File: src/rtl/counter_pkg.sv
// Shared types for the loadable up/down counter.
// Mode is captured at load time and steers the step direction and the terminal value.
package counter_pkg;

  typedef enum logic {
    MODE_DOWN = 1'b0,
    MODE_UP   = 1'b1
  } mode_t;

endpackage

File: src/rtl/counter_next_logic.sv
// Next-count and wrap computation for counter_updown_nb_rtl (combinational, 0 cycles).
// Load overrides stepping; the auto-reload path exists only with COUNTER_AUTO_RELOAD_EN.
module counter_next_logic
  import counter_pkg::*;
#(
  parameter int NBITS = 8
) (
  input  logic [NBITS-1:0] count,
  input  logic [NBITS-1:0] term,
`ifdef COUNTER_AUTO_RELOAD_EN
  input  logic [NBITS-1:0] reload,
`endif
  input  mode_t            mode,
  input  logic             load,
  input  logic [NBITS-1:0] load_val,
  input  mode_t            load_mode,
  input  logic             en,
  output logic [NBITS-1:0] count_nxt,
  output logic             wrap
);

  logic done;

  always_comb begin
    done      = (count == term);
    count_nxt = count;
    wrap      = 1'b0;
    if (load) begin
      // Up mode always starts at zero; down mode starts at the loaded value.
      count_nxt = (load_mode == MODE_UP) ? '0 : load_val;
    end else if (en && !done) begin
      count_nxt = (mode == MODE_UP) ? count + NBITS'(1) : count - NBITS'(1);
    end
`ifdef COUNTER_AUTO_RELOAD_EN
    else if (en) begin
      count_nxt = (mode == MODE_UP) ? '0 : reload;
    end
    wrap = en & done & ~load;
`endif
  end

endmodule

File: src/rtl/counter_updown_nb_rtl.sv
// Loadable up/down counter with terminal detect; optional auto-reload via COUNTER_AUTO_RELOAD_EN.
// Latency: count/done update one cycle after a load or step edge; wrap is combinational.
module counter_updown_nb_rtl
  import counter_pkg::*;
#(
  parameter int NBITS = 8
) (
  input  logic             clk,
  input  logic             rst,
  input  logic             load,
  input  logic [NBITS-1:0] in,
  input  logic             dir,
  input  logic             en,
  output logic [NBITS-1:0] count,
  output logic             done,
  output logic             wrap
);

  logic [NBITS-1:0] count_q;
  logic [NBITS-1:0] term_q;
  logic [NBITS-1:0] count_nxt;
  mode_t            mode_q;
  mode_t            load_mode;

`ifdef COUNTER_AUTO_RELOAD_EN
  logic [NBITS-1:0] reload_q;
`endif

  assign load_mode = mode_t'(dir);

  counter_next_logic #(
    .NBITS(NBITS)
  ) u_next (
    .count    (count_q),
    .term     (term_q),
`ifdef COUNTER_AUTO_RELOAD_EN
    .reload   (reload_q),
`endif
    .mode     (mode_q),
    .load     (load),
    .load_val (in),
    .load_mode(load_mode),
    .en       (en),
    .count_nxt(count_nxt),
    .wrap     (wrap)
  );

  always_ff @(posedge clk) begin
    if (rst) begin
      count_q <= '0;
      term_q  <= '0;
      mode_q  <= MODE_DOWN;
`ifdef COUNTER_AUTO_RELOAD_EN
      reload_q <= '0;
`endif
    end else begin
      count_q <= count_nxt;
      if (load) begin
        // Down counts toward zero; up counts toward the loaded value.
        term_q <= (load_mode == MODE_UP) ? in : '0;
        mode_q <= load_mode;
`ifdef COUNTER_AUTO_RELOAD_EN
        reload_q <= in;
`endif
      end
    end
  end

  assign count = count_q;
  assign done  = (count_q == term_q);

endmodule

File: config.mk
export PLATFORM = sky130hd
export DESIGN_NAME = counter_updown_nb_rtl
export DESIGN_NICKNAME = d
export VERILOG_FILES = /design/src/rtl/counter_pkg.sv /design/src/rtl/counter_next_logic.sv /design/src/rtl/counter_updown_nb_rtl.sv
export SDC_FILE = /design/constraint.sdc
export NUM_CORES = 1
export LEC_CHECK = 0
export ABC_AREA = 1
export CAP_MARGIN = 40
export CORE_MARGIN = 2
export CORE_UTILIZATION = 35
export CTS_BUF_LIST = sky130_fd_sc_hd__clkbuf_16
export CTS_CLUSTER_DIAMETER = 80
export DETAILED_ROUTE_END_ITERATION = 10
export MAX_ROUTING_LAYER = met4
export PLACE_DENSITY = 0.58
export SLEW_MARGIN = 20
export SYNTH_ARGS = -nofsm -noshare
export SYNTH_HDL_FRONTEND = slang
export SYNTH_HIERARCHICAL = 1
export SYNTH_SLANG_ARGS = --single-unit
File: constraint.sdc
create_clock -name clk -period 2.2 [get_ports clk]
set_clock_uncertainty 0.1 [all_clocks]
set_input_delay 0.33 -clock clk [delete_from_list [all_inputs] [get_ports clk]]
set_output_delay 0.33 -clock clk [all_outputs]
set_load 0.02 [all_outputs]
==> metrics.txt <==
row count 24; global-route wire length before repair 6.38 mm; GRT met1 Usage 21.9%; f_max 0.532 GHz; switching pwr 0.000420 W; ys flop type dfxtp_1; met3 Track Usage GR 1.30%; Pint 0.000763 W; die width 70.2 microns; routed via count 1,544; average cell area after synthesis 5.53 sq um; final WL 3.57 mm; Max-slew headroom 60.6%; vias per std cell 4.39; sequential power share 31.0%; final hold vios 0; DR pass1 iterations 4; asr flop ratio synth 0%; Max-Cap Viols 0; initial antenna violation count 0; post-route clock period utilization 85.5%; ANT cells 0; layer with the highest usage met2; LEAKAGE 0.990 nW; Setup crit start kind register; Min-Delay Path Class register to register; grt ovf 0; worst slack, placed 0.220 ns; Initial Util 35.7%; wire per inst 10.1 microns; PwrDens 631 nW/um^2; Final ANT Viol Nets 0; Gate power share 38.4%; worst setup path startpoint mode_q; Sw Share 35.5%; Post-synth EDFFs 0; register area share after synthesis 22.2%; worst hold start mode_q; largest net degree at the start of global routing 18; Worst-Skew Late Latency 0.25 ns; dpl cells 348; R2R Path Start mode_q; fin worst setup slack 0.319 ns; layout cells sized above 1 8.33%; Setup crit end kind register; Worst-path clk slew 0.05 ns; Die Y 70.2 microns; cell area after synthesis 1530 sq um; met2 Use GR 25.5%; TritonCTS clock tree done; Clock Path Buffers 2; Ports 23; CP Max Fanout 7; share of power burned in the clock network 30.6%; # setup viols final 0; Clock Tree Root clkbuf_16; Syn. warnings 6; Placed Area 1780 sq um; Slew @ Worst Pin 0.588 ns; status completed; WS Path Type register to register; Iter 0 DRT Violations 84; post-synthesis cell count 277; crit path DAT 1.89 ns; CP required 2.21 ns; min Tclk post-route 1.88 ns; Num CTS Buffers 3; CTS Hold Bufs 0; FF+latch count, synth 17; Setup TNS Final 0 ns; RSZ-0062 raised after global routing no; clock sink count 17; Post-DP HPWL 2.85 mm; Final Cell Area 1870 sq um; total track usage 16.5%; Area Growth Syn to Fin 22.3%; htree depth 1; Final Max Tran Viols 0; Post-route DRC 0; # port buffers 21; DIE AREA 4920 sq um; Nets 321; Finished Layout Cells 352; number of global-route vias before repair 1,435; Core Box Area 4290 sq um; Cell variety after synth 25; peak supply drop 0.000483 V; Final GP Congestion 0.881; Post-Route Hold Slack 0.397 ns; Syn Nets 297
-- synthesized netlist by cell type (2+ instances only) --
master	n	area share, %
nand3b_1	2	0.98
inv_1	52	13
a21oi_1	11	3.6
buf_6	2	1.5
nor2_1	28	6.9
nand2_1	110	27
inv_2	5	1.2
nand3_1	26	8.5
nand2_2	2	0.82
ha_1	6	4.9
dfxtp_1	17	22
xor2_1	2	1.1
xnor2_1	2	1.1
-- state kept, by name, summed over array words and instances, names as in the netlist --
signal  count
count       8
mode_q      1
term_q      8
-- layout make-up --
cell class / count / area, sq um
inverters: 59 / 224
flip-flops and latches: 17 / 348
multi-input cells: 195 / 913
clock buffers: 3 / 75.1
repair buffers: 25 / 243
fillers: 474 / 2420
well taps: 52 / 65.1
clock inverters: 1 / 5.00
-- worst paths after layout --
path	cells past startpoint	end	slack (ns)
hold / removal	2	mode_q	0.40
hold reg to reg	2	mode_q	0.40
setup / recovery	13	count[5]	0.32
setup reg to reg	13	count[5]	0.32
-- per-layer routing --
metal	vias up	share of wire (%)
met4	0	2.7
met1	644	51
met3	6	3.3
met2	30	42
met5	-	0
li1	864	-
-- cells by family (layout without fill, tap and decap cells) --
group           Yosys count  after routing  synth area share [%]
other cells               1              1                 0.245
xor+xnor                  4              4                  2.29
fa+ha+maj                 7              7                  6.21
buf+inv                  65             88                  18.1
compound gates           11             11                  3.59
simple gates            172            172                  47.3
flops                    17             17                  22.2
-- placed cells by master (no fill, tap or decap) --
master,n
nand3_1,26
nand2_1,110
a21oi_1,11
inv_2,5
clkbuf_16,3
clkinv_2,1
clkinv_1,1
nor2_4,1
conb_1,1
nand2_2,2
xor2_1,2
dfxtp_2,6
dlymetal6s2s_1,1
nand4_1,1
ha_1,6
buf_4,4
fa_1,1
nand2_4,1
inv_4,1
nand3b_1,2
clkdlybuf4s50_1,20
dfxtp_1,11
nand2_8,1
inv_1,52
nor2_1,28
xnor2_1,2
-- power by group through the flow --
stage,Sequential [W],Clock [W],Combinational [W]
floorplan,0.000378,0,0.000321
global placement,0.000371,0,0.000455
CTS,0.000366,0.000374,0.000457
detailed placement,0.000371,0,0.000454
global route,0.000372,0.000386,0.000526
finish,0.000367,0.000362,0.000454
-- through the flow --
stage	utilization, %	power, W
2_1_floorplan	-	0.000699
3_3_place_gp	41.5	0.000826
3_5_place_dp	41.5	0.000826
4_1_cts	43.4	0.00120
5_1_grt	43.6	0.00128
6_report	43.6	0.00118
-- worst max-delay path, stage by stage, from the launching register on --
cell and delay, ns:
dfxtp_1 0.37, inv_1 0.15, ha_1 0.36, inv_1 0.05, nand2_1 0.12, nand3_1 0.11
nand2_1 0.07, nand2_1 0.04, nand2_1 0.06, nand3_1 0.07, nand3_1 0.12, nand2_1 0.05
inv_1 0.04, nor2_1 0.03
-- what timing repair did --
action | 4_1_cts | 5_1_grt
endpoints found under the setup margin | 1 | 1
gates resized for setup | 2 | 5
endpoints found under the hold margin | 0 | 0
setup buffers | 0 | 0
Power figures use the tool's default switching activity.
